## src/rtl/regfile_dump_reader.sv

```systemverilog
// -----------------------------------------------------------------------------
// regfile_dump_reader
//
// Debug/scan engine that walks a contiguous, inclusive index range of the
// register file through one borrowed read port (RA -> BusA) and streams each
// register value, tagged with its index, over a valid/ready handshake.
// While active it raises Freeze so the datapath holds off register writes and
// the dumped range is a coherent snapshot.
//
// Ports
//   Clk        in   clock, all state changes on posedge
//   Reset_n    in   asynchronous active-low reset
//   Start      in   single-cycle dump request, sampled only when idle
//   StartIdx   in   first register index, latched on accepted Start
//   EndIdx     in   last register index (inclusive), latched on accepted Start
//   Abort      in   synchronous cancel of an active dump
//   RA         out  read address to the register-file read port
//   BusA       in   read data, combinational from RA (needs a settle cycle)
//   DumpValid  out  DumpData/DumpIdx carry a valid beat
//   DumpReady  in   consumer accepts the beat
//   DumpData   out  captured register value
//   DumpIdx    out  index of the captured register
//   Busy       out  high from accepted Start until back in idle
//   Freeze     out  copy of Busy; datapath must keep RegWr low while high
//   Done       out  one-cycle pulse on normal completion or range error
//   Err        out  qualifies Done; 1 = StartIdx > EndIdx, no beats sent
// -----------------------------------------------------------------------------
module regfile_dump_reader #(
    parameter int DATA_WIDTH = 64,
    parameter int ADDR_WIDTH = 5
) (
    input  logic                  Clk,
    input  logic                  Reset_n,
    input  logic                  Start,
    input  logic [ADDR_WIDTH-1:0] StartIdx,
    input  logic [ADDR_WIDTH-1:0] EndIdx,
    input  logic                  Abort,
    output logic [ADDR_WIDTH-1:0] RA,
    input  logic [DATA_WIDTH-1:0] BusA,
    output logic                  DumpValid,
    input  logic                  DumpReady,
    output logic [DATA_WIDTH-1:0] DumpData,
    output logic [ADDR_WIDTH-1:0] DumpIdx,
    output logic                  Busy,
    output logic                  Freeze,
    output logic                  Done,
    output logic                  Err
);

    localparam logic [1:0] S_IDLE   = 2'd0;
    localparam logic [1:0] S_SETUP  = 2'd1;
    localparam logic [1:0] S_SEND   = 2'd2;
    localparam logic [1:0] S_FINISH = 2'd3;

    logic [1:0]            r_state;
    logic [ADDR_WIDTH-1:0] r_cur;
    logic [ADDR_WIDTH-1:0] r_last;
    logic [ADDR_WIDTH-1:0] r_ra;
    logic [DATA_WIDTH-1:0] r_data;
    logic [ADDR_WIDTH-1:0] r_idx;
    logic                  r_valid;
    logic                  r_busy;
    logic                  r_done;
    logic                  r_err;

    logic                  w_range_err;
    logic                  w_xfer;
    logic                  w_at_last;
    logic [ADDR_WIDTH-1:0] w_cur_inc;

    assign w_range_err = (StartIdx > EndIdx);
    assign w_xfer      = r_valid && DumpReady;
    // Compared before the increment so a range ending at the top index
    // finishes instead of wrapping the index back to 0.
    assign w_at_last   = (r_cur == r_last);
    assign w_cur_inc   = r_cur + ADDR_WIDTH'(1);

    always_ff @(posedge Clk or negedge Reset_n) begin
        if (!Reset_n) begin
            r_state <= S_IDLE;
            r_cur   <= '0;
            r_last  <= '0;
            r_ra    <= '0;
            r_data  <= '0;
            r_idx   <= '0;
            r_valid <= 1'b0;
            r_busy  <= 1'b0;
            r_done  <= 1'b0;
            r_err   <= 1'b0;
        end else begin
            case (r_state)
                S_IDLE: begin
                    r_done <= 1'b0;
                    r_err  <= 1'b0;
                    if (Start) begin
                        r_cur  <= StartIdx;
                        r_last <= EndIdx;
                        r_busy <= 1'b1;
                        if (w_range_err) begin
                            r_state <= S_FINISH;
                            r_done  <= 1'b1;
                            r_err   <= 1'b1;
                        end else begin
                            r_ra    <= StartIdx;
                            r_state <= S_SETUP;
                        end
                    end
                end

                // RA has been stable for this whole cycle, so BusA is settled
                // by the closing edge and can be captured.
                S_SETUP: begin
                    if (Abort) begin
                        r_state <= S_IDLE;
                        r_valid <= 1'b0;
                        r_busy  <= 1'b0;
                    end else begin
                        r_data  <= BusA;
                        r_idx   <= r_cur;
                        r_valid <= 1'b1;
                        r_state <= S_SEND;
                    end
                end

                // Abort wins over a coincident handshake: the beat is dropped.
                S_SEND: begin
                    if (Abort) begin
                        r_state <= S_IDLE;
                        r_valid <= 1'b0;
                        r_busy  <= 1'b0;
                    end else if (w_xfer) begin
                        r_valid <= 1'b0;
                        if (w_at_last) begin
                            r_state <= S_FINISH;
                            r_done  <= 1'b1;
                            r_err   <= 1'b0;
                        end else begin
                            r_cur   <= w_cur_inc;
                            r_ra    <= w_cur_inc;
                            r_state <= S_SETUP;
                        end
                    end
                end

                S_FINISH: begin
                    r_done  <= 1'b0;
                    r_err   <= 1'b0;
                    r_busy  <= 1'b0;
                    r_state <= S_IDLE;
                end

                default: begin
                    r_state <= S_IDLE;
                end
            endcase
        end
    end

    assign RA        = r_ra;
    assign DumpValid = r_valid;
    assign DumpData  = r_data;
    assign DumpIdx   = r_idx;
    assign Busy      = r_busy;
    assign Freeze    = r_busy;
    assign Done      = r_done;
    assign Err       = r_err;

endmodule
```

## config.mk

```make
export PLATFORM = sky130hd
export DESIGN_NAME = regfile_dump_reader
export DESIGN_NICKNAME = d
export VERILOG_FILES = /design/src/rtl/regfile_dump_reader.sv
export SDC_FILE = /design/constraint.sdc
export NUM_CORES = 1
export LEC_CHECK = 0
export BUFFER_PORTS_ARGS = -buffer_cell sky130_fd_sc_hd__buf_2
export CORE_ASPECT_RATIO = 1.4
export CORE_MARGIN = 2
export CORE_UTILIZATION = 51
export CTS_BUF_LIST = sky130_fd_sc_hd__clkbuf_16
export CTS_CLUSTER_DIAMETER = 120
export DETAILED_ROUTE_END_ITERATION = 12
export GPL_TIMING_DRIVEN = 0
export PLACE_DENSITY_LB_ADDON = 0.08
export RECOVER_POWER = 100
export SLEW_MARGIN = 15
export SYNTH_ARGS = -nofsm -noshare
export SYNTH_HDL_FRONTEND = slang
export SYNTH_SLANG_ARGS = --single-unit
export TNS_END_PERCENT = 100
```

## constraint.sdc

```tcl
create_clock -name Clk -period 3.4 [get_ports Clk]
set_clock_uncertainty 0.1 [all_clocks]
set_input_delay 0.17 -clock Clk [delete_from_list [all_inputs] [get_ports Clk]]
set_output_delay 0.17 -clock Clk [all_outputs]
set_load 0.01 [all_outputs]
```

# Yosys cells after proc, flatten, opt, wreduce, memory -nomap -nowiden
# Index checks and enable logic that the tools add are counted.
dict set report word_totals {
  reg_bits 90
  mem_bits_ro 0
  mem_bits_rw 0
  output_inout_bits 79
  latch_bits 0
  memories 0
}
dict set report op_classes {
  n_addsub 1
  magnitude_cmp 1
  div_mod_pow 0
  reduce_logical 14
  n_mux 32
  n_bitwise 1
  multipliers 0
  eq_ne 12
  shifts 0
}
# operator n
set ops {}
lappend ops {{$mux 5} 6}
lappend ops {{$pmux 5 s2} 2}
lappend ops {{$mux 1} 13}
lappend ops {{$mux 2} 6}
lappend ops {{$ne 2x2->1 const B} 6}
lappend ops {{$reduce_and 2->1} 5}
lappend ops {{$pmux 1 s3} 3}
lappend ops {{$pmux 2 s4} 1}
lappend ops {{$reduce_and 6->1} 1}
lappend ops {{$add 5x1->5 const B} 1}
lappend ops {{$eq 5x5->1} 1}
lappend ops {{$gt 5x5->1} 1}
lappend ops {{$reduce_and 5->1} 1}
lappend ops {{$eq 2x2->1 const B} 2}
lappend ops {{$reduce_and 4->1} 1}
lappend ops {{$reduce_bool 2->1} 2}
lappend ops {{$ne 3x3->1 const B} 1}
lappend ops {{$reduce_bool 3->1} 1}
lappend ops {{$eq 2x1->1 const B} 1}
lappend ops {{$logic_not 2->1} 1}
lappend ops {{$ne 2x1->1 const B} 1}
lappend ops {{$pmux 1 s2} 1}
lappend ops {{$reduce_or 2->1} 1}
lappend ops {{$logic_and 1x1->1} 1}
lappend ops {{$not 1->1} 1}

# Depth between registers and ports, before layout
dict set report logic_depth {
  depth_word 5
  depth_mapped 8
  depth_no_buf 7
}

# Worst setup path before layout
# No wires, ideal clock.
dict set report synth_path {
  path_kind {register -> register}
  start {register r_state[0]}
  end {register r_ra[0], in the netlist RA[0]}
  stages_incl_launch_ff 8
  path_buffers 0
  synth_period_minus_slack_ns 2.102
  setup_time_ns 0.125
  arrival_time_ns 1.877
  slack_ns 1.298
  cell_sequence {dfrtp_1 inv_1 ha_1 and2b_1 a211o_1 a31o_4 o21ba_4 mux2_4}
}
dict set report synth_via {
  elab_chain_cells 3
  word_cells_on_any_way 10
  classes_between {eq/ne (6); mux (1); reduce/logical (3)}
}
# item line_no
set synth_rtl {}
lappend synth_rtl {{from (decl)} 55} ;# logic [1:0] r_state;
lappend synth_rtl {{from (signal assigned)} 80} ;# r_state <= S_IDLE;
lappend synth_rtl {{from (signal assigned)} 100} ;# r_state <= S_FINISH;
lappend synth_rtl {{from (signal assigned)} 105} ;# r_state <= S_SETUP;
lappend synth_rtl {{$eq 2x2->1 or $logic_not 2->1 (tied branches)} 91} ;# case (r_state)
lappend synth_rtl {{$ne 2x2->1 (no source line) or $reduce_bool 2->1 (tied branches)} --}
lappend synth_rtl {{$reduce_and 6->1 (no source line)} --}
lappend synth_rtl {{to (signal assigned)} 104} ;# r_ra <= StartIdx;
lappend synth_rtl {{to (signal assigned)} 139} ;# r_ra <= w_cur_inc;
lappend synth_rtl {{to (decl)} 58} ;# logic [ADDR_WIDTH-1:0] r_ra;
# Parallel ways exist; a longest one is shown, timed or not.
# A chain may end at the register's enable or synchronous reset.

# Worst setup path in the final report
dict set report layout_path {
  start {register r_state[1]}
  end {register r_valid, in the netlist DumpValid}
}
dict set report layout_via {
  elab_chain_cells 3
  word_cells_on_any_way 6
  classes_between {eq/ne (3); mux (1); reduce/logical (2)}
}
# item line_no
set layout_rtl {}
lappend layout_rtl {{$eq 2x2->1 or $eq 2x1->1 (tied branches)} 91}
lappend layout_rtl {{$ne 3x3->1 (no source line) or $reduce_bool 2->1 (tied branches)} --}
lappend layout_rtl {{$reduce_and 2->1 (no source line)} --}
lappend layout_rtl {{to (signal assigned)} 86} ;# r_valid <= 1'b0;
lappend layout_rtl {{to (signal assigned)} 115} ;# r_valid <= 1'b0;
lappend layout_rtl {{to (signal assigned)} 120} ;# r_valid <= 1'b1;
lappend layout_rtl {{to (decl)} 61} ;# logic r_valid;
# Parallel ways exist; a longest one is shown, timed or not.

==> results.txt <==
The worst setup path is captured at a flop. The max-slew violation count is 33. For this run, the leading register cell type out of synthesis is sky130_fd_sc_hd__dfrtp_1. Compared with the post-synthesis result, the final layout area differs by 46.97%. The post-cts sizing count is 0.

The die covers 0.008164 sq mm. The total congestion overflow after global routing came out at 0. The effective utilization at floorplan came out at 0.5226.

The number of hold violations in the final report is 0. Synthesis inferred 90 register bits. The number of global-route vias before repair is around 3200. The H-tree depth came out at 3. The final clock period utilization by the worst path came out at 0.8243.

Dividing the synthesized area by the synthesized cell count gives between 10 and 15 sq um. After clock tree synthesis, the clock-pin slew on the worst setup and hold paths is 0.06 ns. The critical path required time came out at between 3 and 4 ns.

Summed over all layers, the routed wires come to about 9500 um. The reported max-cap violation count is 1. The fill cell total of the finished layout is 510. The antenna diode count is 0.

The number of endpoints failing setup at the final stage came out at 0. The number of design rule violations left after detail routing is 0. The top cell types in the final layout, fill and taps aside, are sky130_fd_sc_hd__dfrtp_1, sky130_fd_sc_hd__clkbuf_1, sky130_fd_sc_hd__mux2_2, sky130_fd_sc_hd__buf_2, sky130_fd_sc_hd__dlygate4sd3_1. Summing over every cut layer, the via total after detailed routing is 2989. The maximum count of clock buffers along a single path is 2. At the pin with the least slew margin, the transition time is 1.854 ns. The part of the Yosys area used for sequential elements came out at 0.5929.

In this run the count of I/O pins placed on the die edge is 158. The post-route antenna net violation count came out at 0. The post-synthesis instance total is 263.

The first global-routing pass estimated 15530 um of wire. The total power per unit cell area came out at 893.1 mW/mm^2. The number of vias per cell is 4.965. The final net count is 589. The proportion of synthesized flip-flops having asynchronous set or reset is 1.000. The leakage power came out at around 2.5 nW. The later-pin clock latency in the skew report came out at 0.33 ns. The number of buffer cells added on primary ports came out at between 150 and 200. TritonCTS built the clock tree.

After clock tree synthesis, the flow added hold-fix buffers numbering 68. The die is 76.94 um wide. The setup slack on the worst flop-to-flop path is 0.60 ns. The number of buffers created by CTS is 9. The count of synthesis-stage warnings from yosys came out at 0. The number of flops mapped to enable cells by yosys came out at 0. The post-synthesis cell area came out at approximately 0.0038 sq mm. Dividing the detail-routed wire length by the instance count gives 15.84 um. The flow ran to the end, but the final reports show violations. Across all hold checks on the routed design, the worst slack comes to roughly 0.014 ns. The worst setup path is launched from a flop. The count of distinct cell types in the synthesized netlist is 30. The number of nets in the synthesized netlist is 352. The share of layout cells above drive strength 1 is 0.3386. The worst ir drop on vdd is 751.6 uV. The total setup buffers inserted after CTS came out at 0.

Setup repair after global routing left no endpoint under its margin. The number of placement rows is 37. For the final routed database, the setup TNS stands at 0 ns.

The number of sinks on the clock net came out at 90. The checks that failed: max-capacitance violations, max-slew violations. The vertical die dimension is between 100 and 150 um. The multi-input combinational cells in the finished layout cover a total of about 0.0014 sq mm. The largest fanout of any net on the critical path came out at 10.

The register cell area after layout is approximately 0.0023 sq mm. The global-route usage over all layers came out at 0.2467. The area of the core region came out at 0.007268 sq mm. The worst path needs 2.803 ns of the cycle, external delays included.

The total iterations of the first detailed-routing run came out at 4. The placer congestion estimate is 0.8250. The category of the most critical setup path is flop to flop. After the first detailed-routing iteration, the DRC count stood at 67. Clock tree synthesis selected as its root buffer the cell sky130_fd_sc_hd__clkbuf_16.

The largest net degree at the start of global routing came out at 59. The detailed-placement wirelength estimate came out at 6074 um. The maximum frequency from static timing analysis is 356.8 MHz. The tightest min-delay check is of the input pin to flop type. The initial antenna violation count is 0. The critical path arrival came out at 2.98 ns. The worst-case headroom to the max-slew limit came out at -0.2358.
[routing by layer]
layer | part of all wire | track usage | vias to the layer above
met5 | 0 | 0 | -
met2 | 0.55 | 0.4499 | 109
met3 | 0.063 | 0.06621 | 19
met4 | 0.023 | 0.1078 | 0
li1 | - | - | 1398
met1 | 0.37 | 0.2654 | 1463
[cell families (layout without fill, tap and decap cells)]
| kind of cell | after synthesis | after routing | share of synthesized area |
|---|---|---|---|
| fa+ha+maj | 10 | 10 | 0.03294 |
| compound gates | 25 | 25 | 0.04677 |
| buf+inv | 21 | 263 | 0.02437 |
| simple gates | 27 | 27 | 0.03656 |
| xor+xnor | 8 | 8 | 0.01845 |
| mux | 82 | 82 | 0.2480 |
| flops | 90 | 90 | 0.5929 |
[critical path, stage by stage, from the launching register on]
cell and delay [ns]:
sky130_fd_sc_hd__dfrtp_1 0.40, sky130_fd_sc_hd__inv_1 0.10, sky130_fd_sc_hd__ha_1 0.21, sky130_fd_sc_hd__inv_1 0.07, sky130_fd_sc_hd__nor2_1 0.55, sky130_fd_sc_hd__clkbuf_1 0.51, sky130_fd_sc_hd__a21oi_1 0.08, sky130_fd_sc_hd__o32ai_1 0.14
sky130_fd_sc_hd__dlygate4sd3_1 0.58
[report_power, final]
| part | leakage (nW) | switching [mW] | internal [mW] | total (mW) |
|---|---|---|---|---|
| sequential | 1.07 | 0.348 | 1.63 | 1.98 |
| clock | 0.154 | 0.392 | 0.635 | 1.03 |
| combinational | 1.29 | 0.997 | 0.986 | 1.98 |
[layout make-up]
cell class | instances | share of cell area
Tap cell | 97 | 0.02174
Inverter | 11 | 0.007396
Sequential cell | 90 | 0.4034
Clock inverter | 7 | 0.01524
Multi-Input combinational cell | 152 | 0.2550
Clock buffer | 9 | 0.04034
Buffer | 10 | 0.007396
Timing Repair Buffer | 226 | 0.2494
[metrics by stage]
step	cell area, sq um	std cells	setup WS [ns]	total power [mW]	utilization
floorplan	3799	263	1.298	3.277	-
global placement	4706	517	1.118	4.002	0.6474
detailed placement	4736	518	1.099	4.084	0.6516
CTS	5727	602	0.7848	5.199	0.7879
global route	5583	602	0.3436	5.315	0.7681
finish	5583	602	0.5972	4.986	0.7681
[cell usage after synthesis, types with 2 or more instances]
master | count | share of area
sky130_fd_sc_hd__ha_1 | 10 | 0.033
sky130_fd_sc_hd__o21ai_0 | 5 | 0.0066
sky130_fd_sc_hd__xor2_1 | 7 | 0.016
sky130_fd_sc_hd__a21boi_0 | 2 | 0.0040
sky130_fd_sc_hd__and2b_1 | 2 | 0.0040
sky130_fd_sc_hd__buf_2 | 8 | 0.011
sky130_fd_sc_hd__nand3_1 | 3 | 0.0040
sky130_fd_sc_hd__dfrtp_1 | 90 | 0.59
sky130_fd_sc_hd__o32ai_1 | 2 | 0.0046
sky130_fd_sc_hd__mux2_2 | 77 | 0.23
sky130_fd_sc_hd__mux2_4 | 5 | 0.020
sky130_fd_sc_hd__nand3b_1 | 2 | 0.0040
sky130_fd_sc_hd__inv_1 | 11 | 0.011
sky130_fd_sc_hd__nand2_1 | 5 | 0.0049
sky130_fd_sc_hd__nor2_1 | 10 | 0.0099
sky130_fd_sc_hd__a21oi_1 | 10 | 0.013
[registers in the layout (all words and copies together), names as in the netlist]
signal	count
Busy	1
Done	1
DumpData	64
DumpIdx	5
DumpValid	1
Err	1
RA	5
r_cur	5
r_last	5
r_state	2
[worst paths after layout]
| path | start | end | cells past startpoint |
|---|---|---|---|
| max in group asynchronous | Reset_n | DumpData[59] | 2 |
| worst max register to register | r_state[1] | DumpValid | 8 |
| worst min register to register | RA[2] | RA[2] | 1 |
| min in group asynchronous | Reset_n | r_state[0] | 2 |
| worst min-delay path | EndIdx[4] | r_last[4] | 3 |
| worst max-delay path | r_state[1] | DumpValid | 8 |
(Power assumes the default switching activity.)
